File: src/rtl/alu_seq_ctrl.sv
// Sequencer that collects two operands and an opcode from a switch bank
// through debounced buttons, then runs one request/response handshake
// with an external ALU and shows the result.

// Button qualifier: 2-FF synchronizer followed by a saturating
// level counter. It emits a single-cycle press when the counter reaches
// DEB_CYCLES.
module alu_seq_debounce #(
  parameter int DEB_CYCLES = 4
) (
  input  logic clock,
  input  logic reset,
  input  logic raw,
  output logic press
);

  localparam int DW = $clog2(DEB_CYCLES + 1);

  logic [1:0]    sync;
  logic [DW-1:0] cnt;

  // Synchronize the raw level, then count consecutive high samples.
  always_ff @(posedge clock or posedge reset) begin
    if (reset) begin
      sync <= 2'b00;
      cnt  <= '0;
    end else begin
      sync <= {sync[0], raw};
      if (!sync[1]) begin
        cnt <= '0;
      end else if (cnt != DW'(DEB_CYCLES)) begin
        cnt <= cnt + 1'b1;
      end
    end
  end

  // The press fires only on the step into saturation, so holding the
  // button cannot produce a second press.
  assign press = sync[1] && (cnt == DW'(DEB_CYCLES - 1));

endmodule

module alu_seq_ctrl #(
  parameter int N_BITS     = 6,
  parameter int DEB_CYCLES = 4,
  parameter int TIMEOUT    = 16
) (
  input  logic              clock,
  input  logic              reset,
  input  logic [N_BITS-1:0] i_sw,
  input  logic              i_btn_enter,
  input  logic              i_btn_clear,
  output logic [N_BITS-1:0] o_alu_a,
  output logic [N_BITS-1:0] o_alu_b,
  output logic [5:0]        o_alu_op,
  output logic              o_alu_start,
  input  logic [N_BITS-1:0] i_alu_result,
  input  logic              i_alu_valid,
  output logic [N_BITS-1:0] o_led,
  output logic [2:0]        o_state,
  output logic              o_err
);

  typedef enum logic [2:0] {
    WAIT_A  = 3'd0,
    WAIT_B  = 3'd1,
    WAIT_OP = 3'd2,
    EXEC    = 3'd3,
    SHOW    = 3'd4
  } state_t;

  localparam int TW = (TIMEOUT > 1) ? $clog2(TIMEOUT) : 1;

  state_t            state, state_next;
  logic [N_BITS-1:0] alu_a_next, alu_b_next, led_next;
  logic [5:0]        alu_op_next;
  logic              start_next, err_next;
  logic [TW-1:0]     tmo_cnt, tmo_next;
  logic              enter_press, clear_press;
  logic [5:0]        sw_op;
  logic              op_legal;

  alu_seq_debounce #(.DEB_CYCLES(DEB_CYCLES)) u_deb_enter (
    .clock (clock),
    .reset (reset),
    .raw   (i_btn_enter),
    .press (enter_press)
  );

  alu_seq_debounce #(.DEB_CYCLES(DEB_CYCLES)) u_deb_clear (
    .clock (clock),
    .reset (reset),
    .raw   (i_btn_clear),
    .press (clear_press)
  );

  // The opcode field is the low six switches, zero-extended on narrow banks.
  if (N_BITS >= 6) begin : g_op_wide
    assign sw_op = i_sw[5:0];
  end else begin : g_op_narrow
    assign sw_op = {{(6 - N_BITS){1'b0}}, i_sw};
  end

  // Decode whether the switch pattern is one of the supported opcodes.
  always_comb begin
    op_legal = 1'b0;
    case (sw_op)
      6'b100000, 6'b100010, 6'b100100, 6'b100101,
      6'b100110, 6'b000011, 6'b000010, 6'b100111: op_legal = 1'b1;
      default:                                     op_legal = 1'b0;
    endcase
  end

  // State and every registered output advance together on the clock edge.
  always_ff @(posedge clock or posedge reset) begin
    if (reset) begin
      state       <= WAIT_A;
      o_alu_a     <= '0;
      o_alu_b     <= '0;
      o_alu_op    <= '0;
      o_alu_start <= 1'b0;
      o_led       <= '0;
      o_err       <= 1'b0;
      tmo_cnt     <= '0;
    end else begin
      state       <= state_next;
      o_alu_a     <= alu_a_next;
      o_alu_b     <= alu_b_next;
      o_alu_op    <= alu_op_next;
      o_alu_start <= start_next;
      o_led       <= led_next;
      o_err       <= err_next;
      tmo_cnt     <= tmo_next;
    end
  end

  // Next-state and output decisions; clear overrides everything,
  // including a simultaneous enter.
  always_comb begin
    state_next  = state;
    alu_a_next  = o_alu_a;
    alu_b_next  = o_alu_b;
    alu_op_next = o_alu_op;
    led_next    = o_led;
    err_next    = o_err;
    start_next  = 1'b0;
    tmo_next    = tmo_cnt;

    if (clear_press) begin
      state_next  = WAIT_A;
      alu_a_next  = '0;
      alu_b_next  = '0;
      alu_op_next = '0;
      led_next    = '0;
      err_next    = 1'b0;
      tmo_next    = '0;
    end else begin
      case (state)
        WAIT_A: begin
          if (enter_press) begin
            alu_a_next = i_sw;
            err_next   = 1'b0;
            state_next = WAIT_B;
          end
        end
        WAIT_B: begin
          if (enter_press) begin
            alu_b_next = i_sw;
            state_next = WAIT_OP;
          end
        end
        WAIT_OP: begin
          if (enter_press) begin
            if (op_legal) begin
              alu_op_next = sw_op;
              start_next  = 1'b1;
              err_next    = 1'b0;
              tmo_next    = '0;
              state_next  = EXEC;
            end else begin
              err_next = 1'b1;
            end
          end
        end
        EXEC: begin
          if (i_alu_valid) begin
            led_next   = i_alu_result;
            state_next = SHOW;
          end else if (tmo_cnt == TW'(TIMEOUT - 1)) begin
            err_next   = 1'b1;
            led_next   = '0;
            state_next = SHOW;
          end else begin
            tmo_next = tmo_cnt + 1'b1;
          end
        end
        SHOW: begin
          if (enter_press) begin
            state_next = WAIT_A;
          end
        end
        default: begin
          state_next = WAIT_A;
        end
      endcase
    end
  end

  assign o_state = state;

endmodule

File: config.mk
export PLATFORM = sky130hd
export DESIGN_NAME = alu_seq_ctrl
export DESIGN_NICKNAME = d
export VERILOG_FILES = /design/src/rtl/alu_seq_ctrl.sv
export SDC_FILE = /design/constraint.sdc
export NUM_CORES = 1
export LEC_CHECK = 0
export CAP_MARGIN = 10
export CORE_AREA = 3 3 68 70
export DETAILED_ROUTE_END_ITERATION = 16
export DIE_AREA = 0 0 71 73
export PLACE_DENSITY = 0.78
export RECOVER_POWER = 50
export SLEW_MARGIN = 15
export SYNTH_ARGS = -nofsm -noshare
export SYNTH_HDL_FRONTEND = slang
export SYNTH_SLANG_ARGS = --single-unit
File: constraint.sdc
create_clock -name clock -period 1.92 [get_ports clock]
set_input_delay 0.384 -clock clock [delete_from_list [all_inputs] [get_ports clock]]
set_output_delay 0.384 -clock clock [all_outputs]
set_load 0.03 [all_outputs]
Word-level counts from Yosys, hierarchy flattened
Cells that the tools add are included.
Widths: inputs -> output; s select.
{ "totals": {"out_inout_bits": 29, "word_cells": 107, "inputBits": 17, "register_bits": 43} }
{ "op_classes": {"addsub": 3, "reduce_logical": 20, "muxes": 44, "eq_ne": 28} }
{ "op_table": {"columns": ["operator", "count"], "rows": [
  ["$mux 6", 13],
  ["$eq 6x6->1 const B", 6],
  ["$mux 3", 12],
  ["$ne 3x3->1 const B", 10],
  ["$mux 4", 5],
  ["$pmux 3 s5", 1],
  ["$eq 3x2->1 const B", 4],
  ["$eq 6x2->1 const B", 2],
  ["$reduce_bool 2->1", 6],
  ["$mux 1", 11],
  ["$reduce_and 5->1", 2],
  ["$pmux 4 s2", 1],
  ["$reduce_or 8->1", 1],
  ["$add 3x1->3 const B", 2],
  ["$reduce_and 2->1", 3],
  ["$reduce_and 6->1", 1],
  ["$reduce_bool 3->1", 2],
  ["$add 4x1->4 const B", 1],
  ["$eq 4x4->1 const B", 1],
  ["$ne 2x2->1 const B", 2],
  ["$ne 4x4->1 const B", 1],
  ["$reduce_bool 4->1", 1],
  ["$eq 3x1->1 const B", 1],
  ["$eq 3x3->1 const B", 1],
  ["4 further kinds", 5]
]} }

Logic depth before layout (Yosys ltp)
{ "depth": {"word_depth": 7, "mapped_depth": 8, "ltp_nobuf": 7} }

Cells and area by module
Synthesis repeated with hierarchy kept, for this count alone.
{ "unflattened": {"cells_unflattened": 214, "area_unflattened_um2": 2179.6} }
{ "modules_own_cells": {"columns": ["mod", "seq_area_each_um2", "cells_each", "area_each_um2", "n_inst"], "rows": [
  ["alu_seq_ctrl", 825.8, 170, 1691.6, 1],
  ["alu_seq_debounce", 125.1, 22, 244.0, 2]
]} }

Least setup slack after synthesis
No wires, ideal clock.
{ "synth_path": {"path_type": "register to register", "startpoint": "register u_deb_clear.cnt[0]", "endpoint": "register state[0], in the netlist o_state[0]", "period_less_slack_ps": 1713, "path_buffers": 1, "setup_time_ps": 121, "path_stages_with_launch": 8, "arrival_time_ps": 1591, "t_required_ps": 1799, "path_slack_ps": 207, "cell_sequence": "dfrtp_1 -> ha_1 -> ha_1 -> and2_1 -> clkbuf_1 -> nor3_1 -> nand2_1 -> a32o_2"} }
{ "synth_between": {"elab_chain_cells": 4, "elab_cells_between_ends": 10, "classes_between": "eq/ne (7); mux (1); reduce/logical (2)"} }
{ "synth_lines": {"columns": ["element", "line", "source"], "rows": [
  ["start, declared", "20", "logic [DW-1:0] cnt;"],
  ["start signal, assigned", "32", "cnt <= cnt + 1'b1;"],
  ["$eq 3x2->1 *", "39", "assign press = sync[1] && (cnt == DW'(DEB_CYCLES - 1));"],
  ["$logic_and 1x1->1 *", "39", null],
  ["$ne 4x4->1 (no source line) or $ne 3x3->1 (tied branches)", null, null],
  ["$reduce_and 6->1 (no source line)", null, null],
  ["end signal, assigned", "126", "state <= state_next;"],
  ["end, declared", "74", "state_t state, state_next;"]
]} }
Mark *: on every way between the ends. The rest lies on a longest branch, timed or not.
A chain may end at the register's enable or synchronous reset.

Worst setup path in the final report
{ "layout_path": {"startpoint": "register state[2], in the netlist o_state[2]", "endpoint": "output port o_state[2]"} }
{ "layout_lines": {"columns": ["element", "line", "source"], "rows": [
  ["end, declared", "60", "output logic [2:0] o_state,"]
]} }
No word-level cell between the ends.

==> results by group <==
Floorplan
  • Core box area: about 0.0040 sq mm
  • Die area: approximately 0.0052 sq mm
  • Initial core utilization: 0.506
  • Height of the die: 73 um
  • FP Rows: 23
  • Chip width: about 71 um
  • # IOs: 46

Setup path
  • Worst R2R End: o_alu_start
  • Worst reg2reg startpoint: u_deb_clear.cnt[1]
  • CP startpoint kind: flip-flop
  • CP Capture Type: primary output
  • Worst-path cell with the longest stage delay: clkdlybuf4s50_1
  • Buf+Inv Stages, Crit Path: 1
  • Crit path DAT: 1.45 ns
  • Critical path depth: 1
  • Reg2reg setup slack: between 0.15 and 0.2 ns
  • Max stage delay on crit path: a little over 0.7 ns
  • Critical path's top delay family: buffers and inverters
  • Sequence of cells on the critical path: clkdlybuf4s50_1
  • WS Path Type: reg2out
  • Worst endpoint required time: approximately 1.5 ns
  • Crit path max fanout: 6
  • Reg2Reg Depth: 5

Route
  • Routed wire length: 4.32 mm
  • Drt pass-1 iters: 4
  • Via count: 1643
  • Final ANT Viol Nets: 0
  • WL per Instance: between 10 and 15 um
  • Vias per std cell: slightly above 5
  • Initial DRC count: 56
  • Drt drc: 0

Worst hold path
  • Hold Path Depth: 0
  • Hold path start: u_deb_enter.sync[0]
  • Hold Path End: u_deb_enter.sync[1]
  • HP Class: reg2reg

Timing
  • Setup_tns: 0 ns
  • Setup-failing EPs final: 0
  • Period minus WS final: 1.83 ns
  • Max Transition Viols Final: 0
  • RSZ-0062 raised after global routing: no
  • Clk_skew: around 0.0093 ns
  • Fmax: ~0.55 GHz
  • Final Hold Fails: 0
  • Period utilization: 0.955
  • Worst Max-Slew Pin Slew: about 1.0 ns
  • Slew margin rel.: 0.306

Synth
  • Seq cells post-synth: 43
  • Cell taking the most area after synthesis: dfrtp_1
  • Cell with the most instances after synthesis: dfrtp_1
  • Post-synth top cells: dfrtp_1, nand2_1, o21ai_1
  • Main synth FF type: dfrtp_1
  • Netlist cell types: 42
  • Post-synthesis async set-or-reset flop share: 1.00
  • Synth Cell Area: around 0.0020 sq mm
  • Post-Synthesis Cells: between 200 and 250
  • Yosys top cell area share: 0.528
  • YS warnings: 0
  • Syn Nets: 230
  • Number of synthesized flops with an enable pin: 0
  • Register area share after synthesis: 0.528
  • Synth top area cells: dfrtp_1, nand2_1, ha_1, o21ai_1, nand3_1
  • Synth Area per Inst: 9.89 sq um

Pwr
  • Power density over the cells: roughly 1400 mW/mm^2
  • Pleak: roughly 1.3 nW
  • Maximum vdd drop: between 0.001 and 0.0015 V

Global routing
  • Number of global-route vias before repair: between 1500 and 2000
  • GR Util All Layers: 0.182
  • First-pass GRT wire length: 7.38 mm
  • Largest net degree at the start of global routing: 44
  • Grt ovf: 0
  • Antenna violations before repair: 0

Clock network
  • CTS Sinks: between 40 and 50
  • Postcts setup bufs: 0
  • Root Driver: clkbuf_8
  • CTS H-Tree Depth: 2
  • CTS tree: built
  • Clock slew at reported path FFs: about 0.08 ns
  • Max Buffers Root-to-Sink: 2
  • Number of buffers created by CTS: 5
  • Skew-Pair Late Insertion Delay: around 0.29 ns
  • PostCTS Resize Cnt: 2
  • Hold_buf cts: 0

Place
  • Area after DPL: about 0.0026 sq mm
  • Final GP Congestion: approximately 0.85
  • Dpl hpwl: ~3.3 mm
  • Port bufs: 45

Final layout
  • N_diodes: 0
  • Nets: roughly 290
  • Synth-to-layout area growth: 33.5%
  • Layout cells sized above 1: 0.128
  • Final Cell Area: ~0.0027 sq mm

Status
  • Status: completed

Run
  • Max-cap violations: 0
-- how the worst max path moves through the flow --
stage / startpoint / slack, ns / endpoint
after global routing: o_state[2] / 0.04 / o_state[2]
final: o_state[2] / 0.09 / o_state[2]
after global placement: i_sw[2] / -0.02 / o_state[0]
after detailed placement: i_sw[2] / -0.09 / o_alu_op[1]
after floorplan: u_deb_clear.cnt[0] / 0.21 / o_state[0]
after CTS: o_state[2] / 0.07 / o_state[2]
-- layout by cell type (no fill, tap or decap), types with 2 or more instances in the layout --
cell,Yosys,final
dfrtp_1,43,43
clkdlybuf4s50_1,0,39
nand2_1,25,25
o21ai_1,17,17
buf_4,3,17
nand3_1,16,16
inv_1,15,15
nor2_1,13,13
nor3_1,7,7
ha_1,7,7
mux2i_1,6,6
clkbuf_8,0,6
o21ai_0,5,5
a21boi_0,4,4
dlygate4sd3_1,0,4
and2_1,5,3
xnor2_1,2,2
and2_0,0,2
nand2b_1,2,2
o22ai_1,2,2
a31oi_1,2,2
nor3b_1,2,2
dlygate4sd2_1,0,2
-- per-stage QoR --
stage | utilization | total power, W | hold WS [ns] | cells | worst slack [ns]
after floorplan | - | 0.00250 | 0.331 | 206 | 0.207
after global placement | 0.653 | 0.00316 | 0.333 | 308 | -0.0205
after detailed placement | 0.653 | 0.00321 | 0.335 | 308 | -0.0850
after CTS | 0.676 | 0.00380 | 0.353 | 316 | 0.0746
after global routing | 0.675 | 0.00401 | 0.358 | 316 | 0.0396
final | 0.675 | 0.00376 | 0.351 | 316 | 0.0858
-- registers in the layout (all words and copies together), names as in the netlist --
signal            flops
o_alu_a               6
u_deb_clear.cnt       3
o_alu_b               6
u_deb_clear.sync      2
tmo_cnt               4
o_alu_start           1
o_state               3
o_err                 1
o_led                 6
u_deb_enter.cnt       3
u_deb_enter.sync      2
o_alu_op              6
-- power breakdown --
| group | internal, W | switching (W) |
|---|---|---|
| combinational | 0.000742 | 0.000971 |
| clock | 0.000295 | 0.000294 |
| sequential | 0.00122 | 0.000232 |
-- layer usage --
layer,part of all wire,global-route usage,vias up
met3,0.042,0.0455,11
met2,0.47,0.285,42
met1,0.47,0.244,767
met5,0,0,-
met4,0.022,0.0710,0
li1,-,-,823
-- cell families after synthesis --
logic type,share of synthesized area
flops,0.528
xor+xnor,0.00860
fa+ha+maj,0.0430
compound gates,0.126
simple gates,0.210
mux,0.0295
buf+inv,0.0546
-- cell type report --
| class | count | area, sq um |
|---|---|---|
| fillers | 320 | 1310 |
| flip-flops and latches | 43 | 1080 |
| multi-input cells | 137 | 851 |
| repair buffers | 63 | 581 |
| clock buffers | 7 | 86.3 |
| well taps | 50 | 62.6 |
| inverters | 15 | 56.3 |
| clock inverters | 1 | 8.76 |
Note: power is estimated with default switching activity, not from simulation.
